--- config.mk ---
export PLATFORM = sky130hd
export DESIGN_NAME = uart_tx_engine
export DESIGN_NICKNAME = d
export VERILOG_FILES = /design/src/rtl/uart_pkg.sv /design/src/rtl/uart_baud_gen.sv /design/src/rtl/uart_tx_engine.sv
export SDC_FILE = /design/constraint.sdc
export NUM_CORES = 1
export LEC_CHECK = 0
export CAP_MARGIN = 5
export CORE_MARGIN = 2
export CORE_UTILIZATION = 40
export DETAILED_ROUTE_END_ITERATION = 7
export PLACE_DENSITY = 0.59
export RECOVER_POWER = 100
export REMOVE_ABC_BUFFERS = 1
export SLEW_MARGIN = 20
export SYNTH_ARGS = -nofsm -noshare
export SYNTH_HDL_FRONTEND = slang
export SYNTH_SLANG_ARGS = --single-unit
--- constraint.sdc ---
create_clock -name pClk -period 5.86 [get_ports pClk]
set_input_delay 0.879 -clock pClk [delete_from_list [all_inputs] [get_ports pClk]]
set_output_delay 0.879 -clock pClk [all_outputs]
set_load 0.005 [all_outputs]
--- src/rtl/uart_pkg.sv ---
// -----------------------------------------------------------------------------
// uart_pkg
// Shared definitions for the UART transmit and receive engines:
//   - frame state encoding (legacy-compatible 3-bit constants)
//   - data-length (DLS) encodings
//   - default oversample factor and baud divisor width
//   - helper functions for data masking, parity and last data-bit index
// -----------------------------------------------------------------------------
package uart_pkg;

  localparam int OVERSAMPLE_DEF = 16;
  localparam int DIV_W_DEF      = 12;

  // Frame state encoding, shared by TX and RX sequencers
  typedef logic [2:0] uart_state_t;

  localparam uart_state_t ST_IDLE   = 3'd0;
  localparam uart_state_t ST_START  = 3'd1;
  localparam uart_state_t ST_DATA   = 3'd2;
  localparam uart_state_t ST_PARITY = 3'd3;
  localparam uart_state_t ST_STOP1  = 3'd4;
  localparam uart_state_t ST_STOP2  = 3'd5;

  // Data length select encodings
  localparam logic [1:0] DLS_5 = 2'd0;
  localparam logic [1:0] DLS_6 = 2'd1;
  localparam logic [1:0] DLS_7 = 2'd2;
  localparam logic [1:0] DLS_8 = 2'd3;

  // Mask selecting the data bits that are actually sent for a given DLS
  function automatic logic [7:0] uart_data_mask(input logic [1:0] dls);
    logic [7:0] mask;
    case (dls)
      DLS_5:   mask = 8'h1F;
      DLS_6:   mask = 8'h3F;
      DLS_7:   mask = 8'h7F;
      DLS_8:   mask = 8'hFF;
      default: mask = 8'hFF;
    endcase
    return mask;
  endfunction

  // Parity over the sent data bits only; eps=1 even, eps=0 odd
  function automatic logic uart_parity(input logic [7:0] data,
                                       input logic [1:0] dls,
                                       input logic       eps);
    logic red;
    red = ^(data & uart_data_mask(dls));
    return eps ? red : ~red;
  endfunction

  // Index of the last data bit: 4 for 5-bit characters up to 7 for 8-bit
  function automatic logic [2:0] uart_last_bit(input logic [1:0] dls);
    return 3'd4 + {1'b0, dls};
  endfunction

endpackage

--- src/rtl/uart_baud_gen.sv ---
// -----------------------------------------------------------------------------
// uart_baud_gen
// Bit-period timer. An inner divider counts i_div+1 clocks per oversample
// step; an outer counter counts OVERSAMPLE steps per bit. The bit period is
// therefore OVERSAMPLE*(i_div+1) clocks. Counting runs only while i_en is
// high; i_clr synchronously returns both counters to zero.
// Ports:
//   i_clk       clock
//   i_rst_n     asynchronous active-low reset
//   i_clr       synchronous clear of both counters (dominates i_en)
//   i_en        count enable
//   i_div       baud divisor
//   o_bit_tick  1-cycle pulse on the last clock of each bit period
//   o_mid_tick  1-cycle pulse at the end of the first half bit period
// -----------------------------------------------------------------------------
module uart_baud_gen
  import uart_pkg::*;
#(
  parameter int OVERSAMPLE = OVERSAMPLE_DEF,
  parameter int DIV_W      = DIV_W_DEF
) (
  input  logic             i_clk,
  input  logic             i_rst_n,
  input  logic             i_clr,
  input  logic             i_en,
  input  logic [DIV_W-1:0] i_div,
  output logic             o_bit_tick,
  output logic             o_mid_tick
);

  localparam int             OS_W    = $clog2(OVERSAMPLE);
  localparam logic [OS_W-1:0] OS_LAST = OS_W'(OVERSAMPLE - 1);
  localparam logic [OS_W-1:0] OS_MID  = OS_W'(OVERSAMPLE / 2 - 1);

  logic [DIV_W-1:0] r_div_cnt;
  logic [OS_W-1:0]  r_os_cnt;
  logic             w_step;

  // An oversample step completes when the inner divider reaches the divisor
  assign w_step     = i_en && (r_div_cnt == i_div);
  assign o_bit_tick = w_step && (r_os_cnt == OS_LAST);
  assign o_mid_tick = w_step && (r_os_cnt == OS_MID);

  // Divider and oversample counters; explicit wrap to zero keeps
  // non-power-of-two OVERSAMPLE values and the full divisor range glitch-free
  always_ff @(posedge i_clk or negedge i_rst_n) begin
    if (!i_rst_n) begin
      r_div_cnt <= {DIV_W{1'b0}};
      r_os_cnt  <= {OS_W{1'b0}};
    end else if (i_clr) begin
      r_div_cnt <= {DIV_W{1'b0}};
      r_os_cnt  <= {OS_W{1'b0}};
    end else if (w_step) begin
      r_div_cnt <= {DIV_W{1'b0}};
      if (r_os_cnt == OS_LAST) begin
        r_os_cnt <= {OS_W{1'b0}};
      end else begin
        r_os_cnt <= r_os_cnt + OS_W'(1);
      end
    end else if (i_en) begin
      r_div_cnt <= r_div_cnt + DIV_W'(1);
    end else begin
      r_div_cnt <= r_div_cnt;
      r_os_cnt  <= r_os_cnt;
    end
  end

endmodule

--- src/rtl/uart_tx_engine.sv ---
// -----------------------------------------------------------------------------
// uart_tx_engine
// Serial transmit engine. On an accepted TxStart the character and frame
// format are captured into shadow registers and one frame is shifted out on
// TxD: start bit, 5..8 data bits LSB first, optional parity, one or two stop
// bits. Each bit lasts OVERSAMPLE*(BaudDiv+1) clocks.
// Ports:
//   pClk     clock
//   pReset   asynchronous active-low reset
//   TxEn     transmitter enable (gates acceptance only)
//   TxStart  1-cycle send request
//   TxData   character to send
//   DLS      data length select (0=5 .. 3=8 bits)
//   STOP     0=one stop bit, 1=two stop bits
//   PEN      parity enable
//   EPS      1=even parity, 0=odd parity
//   BaudDiv  baud divisor
//   TxD      registered serial output, idle high
//   TxBusy   frame in progress
//   TxDone   1-cycle pulse when the final stop bit ends
// -----------------------------------------------------------------------------
module uart_tx_engine
  import uart_pkg::*;
#(
  parameter int OVERSAMPLE = OVERSAMPLE_DEF,
  parameter int DIV_W      = DIV_W_DEF
) (
  input  logic             pClk,
  input  logic             pReset,
  input  logic             TxEn,
  input  logic             TxStart,
  input  logic [7:0]       TxData,
  input  logic [1:0]       DLS,
  input  logic             STOP,
  input  logic             PEN,
  input  logic             EPS,
  input  logic [DIV_W-1:0] BaudDiv,
  output logic             TxD,
  output logic             TxBusy,
  output logic             TxDone
);

  uart_state_t      r_state;
  logic [7:0]       r_shift;
  logic [1:0]       r_dls;
  logic             r_stop;
  logic             r_pen;
  logic             r_par;
  logic [DIV_W-1:0] r_div;
  logic [2:0]       r_bit_cnt;
  logic             r_txd;
  logic             r_busy;
  logic             r_done;

  logic             w_accept;
  logic             w_bit_tick;
  logic             w_mid_tick_unused;
  logic [2:0]       w_last_bit;

  assign w_accept   = TxStart && TxEn && (r_state == ST_IDLE);
  assign w_last_bit = uart_last_bit(r_dls);

  assign TxD    = r_txd;
  assign TxBusy = r_busy;
  assign TxDone = r_done;

  // Bit timer runs only during a frame and restarts on every accepted request
  uart_baud_gen #(
    .OVERSAMPLE (OVERSAMPLE),
    .DIV_W      (DIV_W)
  ) u_baud_gen (
    .i_clk      (pClk),
    .i_rst_n    (pReset),
    .i_clr      (w_accept),
    .i_en       (r_busy),
    .i_div      (r_div),
    .o_bit_tick (w_bit_tick),
    .o_mid_tick (w_mid_tick_unused)
  );

  // Shadow capture of character and format on acceptance; parity is computed
  // up front so later input changes cannot affect the frame in flight
  always_ff @(posedge pClk or negedge pReset) begin
    if (!pReset) begin
      r_dls  <= 2'd0;
      r_stop <= 1'b0;
      r_pen  <= 1'b0;
      r_par  <= 1'b0;
      r_div  <= {DIV_W{1'b0}};
    end else if (w_accept) begin
      r_dls  <= DLS;
      r_stop <= STOP;
      r_pen  <= PEN;
      r_par  <= uart_parity(TxData, DLS, EPS);
      r_div  <= BaudDiv;
    end else begin
      r_dls  <= r_dls;
      r_stop <= r_stop;
      r_pen  <= r_pen;
      r_par  <= r_par;
      r_div  <= r_div;
    end
  end

  // Frame sequencer: every non-idle state advances on the bit tick, and TxD
  // is loaded with the value of the state being entered
  always_ff @(posedge pClk or negedge pReset) begin
    if (!pReset) begin
      r_state   <= ST_IDLE;
      r_shift   <= 8'h00;
      r_bit_cnt <= 3'd0;
      r_txd     <= 1'b1;
      r_busy    <= 1'b0;
      r_done    <= 1'b0;
    end else begin
      r_done <= 1'b0;
      case (r_state)
        ST_IDLE: begin
          if (w_accept) begin
            r_state   <= ST_START;
            r_shift   <= TxData;
            r_bit_cnt <= 3'd0;
            r_txd     <= 1'b0;
            r_busy    <= 1'b1;
          end else begin
            r_txd  <= 1'b1;
            r_busy <= 1'b0;
          end
        end
        ST_START: begin
          if (w_bit_tick) begin
            r_state   <= ST_DATA;
            r_txd     <= r_shift[0];
            r_bit_cnt <= 3'd0;
          end else begin
            r_state <= ST_START;
          end
        end
        ST_DATA: begin
          if (w_bit_tick) begin
            if (r_bit_cnt == w_last_bit) begin
              if (r_pen) begin
                r_state <= ST_PARITY;
                r_txd   <= r_par;
              end else begin
                r_state <= ST_STOP1;
                r_txd   <= 1'b1;
              end
            end else begin
              r_bit_cnt <= r_bit_cnt + 3'd1;
              r_shift   <= {1'b0, r_shift[7:1]};
              r_txd     <= r_shift[1];
            end
          end else begin
            r_state <= ST_DATA;
          end
        end
        ST_PARITY: begin
          if (w_bit_tick) begin
            r_state <= ST_STOP1;
            r_txd   <= 1'b1;
          end else begin
            r_state <= ST_PARITY;
          end
        end
        ST_STOP1: begin
          if (w_bit_tick) begin
            if (r_stop) begin
              r_state <= ST_STOP2;
              r_txd   <= 1'b1;
            end else begin
              r_state <= ST_IDLE;
              r_txd   <= 1'b1;
              r_busy  <= 1'b0;
              r_done  <= 1'b1;
            end
          end else begin
            r_state <= ST_STOP1;
          end
        end
        ST_STOP2: begin
          if (w_bit_tick) begin
            r_state <= ST_IDLE;
            r_txd   <= 1'b1;
            r_busy  <= 1'b0;
            r_done  <= 1'b1;
          end else begin
            r_state <= ST_STOP2;
          end
        end
        default: begin
          r_state <= ST_IDLE;
          r_txd   <= 1'b1;
          r_busy  <= 1'b0;
        end
      endcase
    end
  end

endmodule

==> flow_summary.ini <==
[synth]
synth_top_family_by_area = simple AND/OR/NAND/NOR gates
synth-seq-cells = 50
synth_area_um2 = 2720
seq_area_frac_synth = 0.4604
syn_avg_cell_area_um2 = 8.832
yosysWarnings = 0
synth_area_leaders = dfrtp_1 45%, nand2_1 12%, xnor2_1 6.8%
synth_edf_count = 0
synthAdderAreaFrac = 0.01380
synthArstFlopShare = 1.000
ys_types = 44
synthCells = 308
muxShareOfSynthArea = 0.03634
synthSimpleGateAreaFrac = 0.2677
yosysTopAreaCell = dfrtp_1
synth_compound_gate_area_share = 0.09338
ys.flop_type = dfrtp_1
synth.top_cell.area_share = 0.4508
yosys.area_share.xor_xnor = 0.09338

[worst_setup_path]
path_max_fanout = 11
critPathMaxStageDelay_ps = 980
cp-end-kind = flop
crit_chain = xnor2_1 > nand3_1 > nor4_1 > nand3_1 > o21ai_0 > mux2_2
cp-start-kind = flop
r2r_cells = 6
critical_path.most_common_cell = nand3_1
worst-path-buf-inv = 0
critPathArrivalTime_ps = 3680
required_ps = 6060
ff2ff_setup_slack_ps = 2380
r2r_start = u_baud_gen.r_div_cnt[9]
worstSetupPathType = reg -> reg
slowest_stage = o21ai_0
worstReg2RegEnd = r_shift[5]
cp_top_family = simple AND/OR/NAND/NOR gates

[pwr]
leakage_nw = 1.414
ir_drop_v = 0.0001153
pwr_density_cell_nw_per_um2 = 342.9

[clock_network]
cts_hold_buf = 0
cts_resized = 0
tritoncts = yes
cts-root-buf = clkbuf_8
cts_buffer_depth = 2
cts.sinks = 50
clk_pin_slew_ps = 90
postCtsSetupRepairBufs = 0
numCtsBuffers = 5
htreeDepth = 2
clock_latency_ps = 300

[route]
vias = 2119
drcViolationCount = 0
dr.pass1.iters = 4
ant_nets = 0
via_per_inst = 5.094
wl_per_cell_um = 13.75
wl_um = 5720
drt_iter0_markers = 118

[floorplanning]
die-height_um = 86.47
initial_utilization = 0.4071
num_io_pins = 32
die_area_um2 = 7476
coreArea_um2 = 6681
die_w_um = 86.47
placementRows = 30

[timing]
tightest_slew_ps = 2713
finalCriticalPeriod_ps = 3478
drv_slew = 51
setup_violations = 0
max_freq_mhz = 287.5
clock_skew_ps = 7.153
hold_viol = 0
max_slew_margin = -0.8085
setup_tns_ps = 0
rsz0062_at_grt = false
layout_setup_ws_ps = 2382
period_share = 0.5936

[flow_run]
maxCapViolations = 1

[cells_and_area]
area_growth_pct = 15.69
nFillCells = 669
layout-drive-gt1-share = 0.05952
nNetsFinal = 367
diodes = 0

[outcome]
outcome = finished, violations left
violations = max-capacitance violations, max-slew violations

[worst_hold_path]
hold_path_class = reg -> reg
hp-start = r_par
min_path_cells = 2
min_to = r_par

[global_routing]
grt.total_usage = 0.1699
grt_max_degree = 51
grt_overflow = 0
antenna_found_initial = 0
grt_pass1_wl_um = 9936
grt_pass1_vias = 2024

[placement]
hpwlAfterDp_um = 4081
globalplace.congestion = 0.7659
io_buffers = 31
post-place-ws_ps = 2841
==> cells in the final DEF (no fill, tap or decap), types with 3 or more instances in the layout <==
master           Yosys  layout
xor2_1               8       8
mux2_2               7       7
nand3_1              8       9
nor2_1              27      27
xnor2_1             21      21
a211oi_1             3       3
nor2b_1              5       5
o22ai_1              4       4
nor3_1               5       5
or3_1                4       4
ha_1                 3       3
nand4_1              4       4
clkdlybuf4s50_1      0      26
and3_1               4       4
dfrtp_1             49      49
nand2b_1             4       4
dlygate4sd3_1        0       4
a21oi_1              7       7
inv_1               11      11
clkbuf_8             0       5
nand2_1             85      85
o21ai_0             12      13
==> sequential cells by signal, indices dropped and copies added, names as in the netlist <==
name	flops
r_dls	2
TxDone	1
r_par	1
TxBusy	1
r_bit_cnt	3
r_shift	8
u_baud_gen.r_os_cnt	4
r_state	3
r_stop	1
r_pen	1
u_baud_gen.r_div_cnt	12
r_div	12
TxD	1
==> worst max-delay path by stage <==
| stage | depth (start not counted) | end | start | slack [ps] |
|---|---|---|---|---|
| after global placement | 4 | u_baud_gen.r_div_cnt[1] | TxStart | 2860 |
| after detailed placement | 4 | u_baud_gen.r_div_cnt[1] | TxStart | 2840 |
| after CTS | 4 | u_baud_gen.r_div_cnt[1] | TxStart | 3170 |
| after global routing | 6 | r_shift[2] | u_baud_gen.r_div_cnt[9] | 1950 |
| after floorplan | 5 | r_shift[0] | r_state[2] | 3790 |
| final | 6 | r_shift[5] | u_baud_gen.r_div_cnt[9] | 2380 |
==> metrics by stage <==
stage	std cells	cell area (um2)	hold WS (ps)	utilization	total power, mW
floorplan	296	2666	450.8	-	0.7578
finish	416	3147	497.3	0.4710	1.079
CTS	416	3188	503.9	0.4772	1.107
detailed placement	408	3079	481.7	0.4609	0.8639
global placement	408	3079	478.3	0.4609	0.8576
global route	416	3147	523.4	0.4710	1.155
==> layout make-up <==
cell class,count,area (um2),area share
multi-input cells,235,1335,0.4243
flip-flops and latches,50,1252,0.3980
repair buffers,32,309.0,0.09821
well taps,80,100.1,0.03181
clock buffers,5,68.82,0.02187
inverters,11,41.29,0.01312
clock inverters,3,40.04,0.01272
==> metal layers <==
metal,routed length [um],vias to the layer above,track usage
li1,-,1079,-
met5,0,-,0
met3,175,5,0.02952
met1,2930,993,0.2491
met4,78,0,0.05682
met2,2535,42,0.2545
==> where the power goes <==
part | switching, mW | internal [mW]
clock | 0.117 | 0.126
sequential | 0.0823 | 0.450
combinational | 0.149 | 0.155
==> worst reg2reg max path, cell delays in order, from the launching register on <==
cell and delay [ps]:
dfrtp_1 460, xnor2_1 190, nand3_1 110, nor4_1 710, nand3_1 510, o21ai_0 980
mux2_2 420
==> cells in the mapped netlist (all sizes together) (5+ instances only) <==
master  instances
nand2          85
dfrtp          49
nor2           27
xnor2          21
o21ai          13
inv            11
clkbuf         10
nand3           9
xor2            8
a21oi           7
mux2            7
nor2b           5
nor3            5
==> kinds of logic after synthesis <==
group	after synthesis
and+or+nand+nor	156
DFF	50
AOI/OAI and AO/OA	38
xor gates and xnor gates	29
buffers and inverters	23
muxes	9
adders and majority gates	3
Power figures use the tool's default switching activity.
==> variant 1 (same flow settings) <==
The package constant `OVERSAMPLE_DEF` goes from 16 to 8.
--- a/src/rtl/uart_pkg.sv
+++ b/src/rtl/uart_pkg.sv
@@ -8,7 +8,7 @@
 // -----------------------------------------------------------------------------
 package uart_pkg;
 
-  localparam int OVERSAMPLE_DEF = 16;
+  localparam int OVERSAMPLE_DEF = 8;
   localparam int DIV_W_DEF      = 12;
 
   // Frame state encoding, shared by TX and RX sequencers
Formal check against the unedited RTL: not equivalent (a bounded check fails within 10 cycles, from zero or initial values and one cycle with pReset low).
==> variant 1 against the unedited design <==
  * The run still ends with max-capacitance violations, max-slew violations left
  * Total power rose by 0.81%
  * Routed wire length is 5.2% lower
  * Count of clock-buffer cells in the layout is the same
  * Area after synthesis is 1.1% lower
  * Final area is 0.52% lower
  * First-iteration DRC count increased by 6.8%
  * Sequential cell count down 1
  * Setup slack gained 0.40 ns
  * Sequential share of layout area shrank 0.59 points
  * Global-route usage is 0.71 points lower
  * Critical path type unchanged
  * Critical endpoint unchanged
==> variant 1: results (changes against the unedited design) <==
Logic synthesis:
- By count the netlist is led by sky130_fd_sc_hd__nand2_1 (66), sky130_fd_sc_hd__dfrtp_1 (48), sky130_fd_sc_hd__xnor2_1 (30), sky130_fd_sc_hd__nor2_1 (18), sky130_fd_sc_hd__mux2_2 (15).
- The count of unique library cells instantiated by Yosys was 43 (-2.3%).
- The sequential share of the synthesized area is 0.456 (-0.00395).
- In the post-synthesis netlist, the biggest area contributors are sky130_fd_sc_hd__dfrtp_1 (45%), sky130_fd_sc_hd__xnor2_1 (9.8%), sky130_fd_sc_hd__nand2_1 (9.2%).

Critical path:
- The largest fanout on the critical path came to 10 (-1).
- The data arrival time at the worst-slack endpoint is 3.29 ns (-0.39 ns).
- The cell depth of the worst flop-to-flop path is 5 (-1).
- The kind of cell with the highest combined delay on the critical path is compound AO/OA/AOI/OAI gates.
- The worst register-to-register path begins at u_baud_gen.r_div_cnt[5]$_DFFE_PN0P_.
- The library cell contributing the largest single delay on the critical path is sky130_fd_sc_hd__o21ai_0.

STA:
- The final max-slew violation count is 50 (-2.0%).
- The timing-limited maximum frequency is 325 MHz (+13%).
- The worst slew slack as a fraction of its limit is -0.744 (+0.0642).

Global route:
- The global routing usage on met1 is 0.229 (-0.0198).
- The overall global routing resource usage is 0.163 (-0.00710).
- The global-route wire length before repair is 9490 um (-4.4%).
- The via count of the first global-routing pass is 2013 (-0.54%).
- The global-route track usage on met2 came to 0.251 (-0.00366).
- The met3 demand-to-capacity share in global routing is 0.0337 (+0.00416).

Finish:
- The final layout net count came to 346 (-5.7%).
- The fraction of layout instances using a drive strength above 1 is 0.0955 (+0.0360).

Pwr:
- The maximum resistive drop on vdd is 146 uV (+26%).
- The switching power of the nets is 0.377 mW (+8.5%).
- The leakage power figure is 1.31 nW (-7.5%).

Status:
- The checks that failed: max-capacitance violations, max-slew violations.
- The run finished, with violations left.

Drt:
- The routed wire length on met2 came to 2420 um (-4.5%).
- The sum of routed wire length over all layers is 5430 um (-5.2%).
- The routed via count divided by cell count was 5.26 (+3.3%).
- The length of routed wiring on met1 was 2680 um (-8.6%).
- The met3 wirelength from detailed routing was 247 um (+41%).

Job:
- The number of max-capacitance violations reported came to 1 (unchanged).

CTS:
- The clock latency on the worst-skew pair was 0.32 ns (+0.02 ns).

Place:
- The setup slack at placement is 2.91 ns (+0.0647 ns).
- The weighted congestion at the end of routability-driven global placement came to 0.790 (+3.2%).
- The detailed-placement wirelength estimate is 3810 um (-6.7%).
variant 1: cell types whose count changed after synthesis, moves of 4 or more:
cell	before	now
sky130_fd_sc_hd__xor2_1	8	2
sky130_fd_sc_hd__nand3_1	8	12
sky130_fd_sc_hd__xnor2_1	21	30
sky130_fd_sc_hd__nor4b_1	0	4
sky130_fd_sc_hd__mux2_2	7	15
sky130_fd_sc_hd__o21ai_0	12	8
sky130_fd_sc_hd__nand2_1	85	66
sky130_fd_sc_hd__nor2_1	27	18
sky130_fd_sc_hd__inv_1	11	3
sky130_fd_sc_hd__nor4_1	0	5
variant 1: power groups by stage:
stage	clock network (mW)	registers, mW	logic [mW]
2_1_floorplan	0	0.536	0.238
3_3_place_gp	0	0.561	0.321
3_5_place_dp	0	0.564	0.324
4_1_cts	0.221	0.558	0.325
5_1_grt	0.232	0.573	0.362
6_report	0.214	0.555	0.319
variant 1: layout make-up:
| type | count | area, sq um |
|---|---|---|
| clock buffers | 5 | 68.8 |
| clock inverters | 3 | 25.0 |
| fillers | 648 | 3290 |
| inverters | 4 | 15.0 |
| multi-input cells | 219 | 1370 |
| flip-flops and latches | 49 | 1230 |
| well taps | 77 | 96.3 |
| repair buffers | 34 | 324 |
variant 1: stage by stage:
stage	cell area (sq um)	power, mW	cells	utilization	hold WS (ns)
after floorplan	2630	0.774	272	-	0.441
after global placement	3050	0.881	383	0.475	0.467
after detailed placement	3050	0.888	383	0.475	0.472
after CTS	3150	1.10	391	0.490	0.497
after global routing	3130	1.17	391	0.487	0.527
final	3130	1.09	391	0.487	0.489
variant 1: logic make-up after synthesis:
kind of cell,count (synthesis),synth area share
xor+xnor,33,0.110
compound gates,31,0.0777
mux,19,0.0777
buf+inv,16,0.0284
fa+ha+maj,4,0.0186
simple gates,132,0.231
flops,49,0.456
==> variant 2 (config.mk and constraints unchanged) <==
Without the edit above. Register the input `TxData` before use, without a reset. The logic sees it one clock later. The other inputs are not delayed to match.
--- a/src/rtl/uart_tx_engine.sv
+++ b/src/rtl/uart_tx_engine.sv
@@ -40,6 +40,12 @@
   output logic             TxDone
 );
 
+  logic [7:0] TxData_q;
+
+  always_ff @(posedge pClk) begin
+    TxData_q <= TxData;
+  end
+
   uart_state_t      r_state;
   logic [7:0]       r_shift;
   logic [1:0]       r_dls;
@@ -91,7 +97,7 @@
       r_dls  <= DLS;
       r_stop <= STOP;
       r_pen  <= PEN;
-      r_par  <= uart_parity(TxData, DLS, EPS);
+      r_par  <= uart_parity(TxData_q, DLS, EPS);
       r_div  <= BaudDiv;
     end else begin
       r_dls  <= r_dls;
@@ -118,7 +124,7 @@
         ST_IDLE: begin
           if (w_accept) begin
             r_state   <= ST_START;
-            r_shift   <= TxData;
+            r_shift   <= TxData_q;
             r_bit_cnt <= 3'd0;
             r_txd     <= 1'b0;
             r_busy    <= 1'b1;
Formal check against the unedited RTL: same outputs for any inputs over 10 cycles, from zero or initial values and one cycle with pReset low; that may be too few to reach the edited logic, so the function may still have changed.
==> variant 2 against the unedited design <==
  * The run still ends with max-capacitance violations, max-slew violations left
  * Clock skew grew 0.0029 ns
  * Critical endpoint is now r_bit_cnt[2]$_DFFE_PN0P_
  * Total power grew 8.0%
  * Setup slack lost 0.15 ns
  * Core utilization grew 2.6 points
  * Sequential share of layout area grew 2.5 points
  * Worst hold slack lost 0.017 ns
  * Sequential cell count grew 8
  * Routed wire length shrank 12%
  * Largest cell class is now flip-flops and latches
  * First-iteration DRC count shrank 27%
  * Final area grew 6.0%
  * Largest power group unchanged
  * Sequential power grew 2%
  * Combinational power shrank 33%
  * Area after synthesis grew 1.5%
==> variant 2: results (changes against the unedited design) <==
Status:
- The run finished, with violations left.
- The checks that failed: max-capacitance violations, max-slew violations.

Finish:
- The number of inserted filler cells in the final layout is 616 (-7.9%).
- The largest registers in the layout are r_div x12, u_baud_gen.r_div_cnt x12.
- The final layout net count was 333 (-9.3%).
- The fraction of layout instances using a drive strength above 1 is 0.124 (+0.0647).
- The number of inserted diodes is 0 (unchanged).

Global route:
- The global-route wire length before repair was 8780 um (-12%).
- The overall global routing resource usage was 0.153 (-0.0172).
- The largest net degree at the start of global routing is 51 (unchanged).
- The via count of the first global-routing pass came to 1836 (-9.3%).

Logic synthesis:
- The count of unique library cells instantiated by Yosys is 40 (-9.1%).
- The commonest cells after synthesis are sky130_fd_sc_hd__dfrtp_1 (49), sky130_fd_sc_hd__nand2_1 (36), sky130_fd_sc_hd__xnor2_1 (22), sky130_fd_sc_hd__nor2_1 (17), sky130_fd_sc_hd__mux2_2 (16).
- The sequential share of the synthesized area came to 0.512 (+0.0513).
- The number of enable-type register cells in the synthesized netlist was 0 (unchanged).
- By area the synthesized netlist is led by sky130_fd_sc_hd__dfrtp_1 (44%), sky130_fd_sc_hd__xnor2_1 (7.0%), sky130_fd_sc_hd__mux2_2 (6.5%).
- The fraction of registers with async set/reset was 0.862 (-0.138).

CTS:
- The number of buffers on the longest clock path is 2 (unchanged).
- The total number of H-tree levels was 3 (+1).
- The CTS clock-pin slew for the worst setup and hold paths was 0.07 ns (-0.02 ns).
- The root buffer cell is sky130_fd_sc_hd__clkbuf_8.
- The clock buffer count from CTS came to 9 (+4).
- The clock latency on the worst-skew pair is 0.35 ns (+0.05 ns).
- The post-CTS setup buffer count is 0 (unchanged).

Place:
- The detailed-placement wirelength estimate is 3370 um (-17%).
- The setup slack at placement came to 2.98 ns (+0.139 ns).
- The weighted congestion at the end of routability-driven global placement is 0.761 (-0.71%).

Drt:
- The first-iteration detailed-routing DRC count is 86 (-27%).
- The final routed DRC violation total is 0 (unchanged).
- The routed via count divided by cell count is 5.06 (-0.57%).
- The detailed-route wire length per cell is 13.0 um (-5.5%).
- The count of TritonRoute iterations in the first routing pass is 4 (unchanged).

Critical path:
- The cell depth of the worst flop-to-flop path was 5 (-1).
- The worst register-to-register path begins at r_state[1]$_DFFE_PN0P_.
- Tracing the worst setup path back leads to its startpoint at TxEn.
- The largest fanout on the critical path is 31 (+20).
- The data arrival time at the worst-slack endpoint is 3.85 ns (+0.17 ns).

STA:
- The final setup skew came to 0.0100 ns (+0.00290 ns).
- The final max-slew violation count is 63 (+24%).
- The transition time of the tightest slew-check pin is 2.68 ns (-0.0339 ns).

Pwr:
- The leakage power figure is 1.37 nW (-3.4%).
- The maximum resistive drop on vdd is 194 uV (+68%).
- The switching power of the nets is 0.329 mW (-5.4%).

Job:
- The number of max-capacitance violations reported came to 2 (+1).

Min path:
- The min-delay analysis places its worst path in the category reg2reg.
- The worst hold path stage count is 2 (unchanged).
- The start point of the worst hold path is r_shift[3]$_DFFE_PN0P_.
## variant 2: changes by cell type after synthesis, sizes merged, moves of 8 or more
cell / delta
dfxtp: +8
mux2: +9
mux2i: +8
nand2: -49
nor2: -9
o21ai: +9
## variant 2: worst paths after layout
kind / to / slack (ns)
setup / recovery: r_bit_cnt[2]$_DFFE_PN0P_ / 2.24
hold / removal: r_shift[3]$_DFFE_PN0P_ / 0.48
setup reg to reg: r_bit_cnt[2]$_DFFE_PN0P_ / 2.66
hold reg to reg: r_shift[3]$_DFFE_PN0P_ / 0.48
max in group asynchronous: r_dls[1]$_DFFE_PN0P_ / 2.87
min in group asynchronous: r_div[9]$_DFFE_PN0P_ / 1.47
## variant 2: stage by stage
stage | instances | instance area (sq um)
detailed placement | 370 | 3140
CTS | 386 | 3360
global placement | 370 | 3140
global route | 386 | 3340
finish | 386 | 3340
floorplan | 255 | 2700
## variant 2: logic make-up after synthesis
kind of cell,Yosys count,synth area share
compound gates,46,0.0997
fa+ha+maj,3,0.0136
simple gates,87,0.153
mux,26,0.102
flops,58,0.512
xor+xnor,29,0.0920
buf+inv,18,0.0286
## variant 2: power groups by stage
stage | clock, mW | sequential [mW] | combinational [mW]
after detailed placement | 0 | 0.553 | 0.213
after global placement | 0 | 0.552 | 0.209
final | 0.419 | 0.543 | 0.203
after floorplan | 0 | 0.535 | 0.152
after global routing | 0.450 | 0.556 | 0.232
after CTS | 0.430 | 0.545 | 0.215
## variant 2: area by class of cell
| class | instances | area (sq um) | area share |
|---|---|---|---|
| clock buffers | 9 | 124 | 0.0371 |
| clock inverters | 7 | 101 | 0.0304 |
| inverters | 6 | 22.5 | 0.00675 |
| multi-input cells | 191 | 1250 | 0.375 |
| flip-flops and latches | 58 | 1410 | 0.423 |
| well taps | 80 | 100 | 0.0300 |
| repair buffers | 35 | 324 | 0.0971 |
## variant 2: worst max-delay path, stage by stage
cell                            delay [ns]
sky130_fd_sc_hd__dlygate4sd3_1        0.55
sky130_fd_sc_hd__nand4bb_1            0.18
sky130_fd_sc_hd__nor2_2               0.11
sky130_fd_sc_hd__clkbuf_1             1.07
sky130_fd_sc_hd__a21oi_1              0.61
sky130_fd_sc_hd__a32o_1               0.42
## variant 2: layer usage
layer,vias to the layer above,track usage,part of all wire
li1,994,-,-
met1,924,0.206,0.50
met2,33,0.218,0.45
met3,4,0.0607,0.044
met4,0,0.0639,0.011
met5,-,0,0
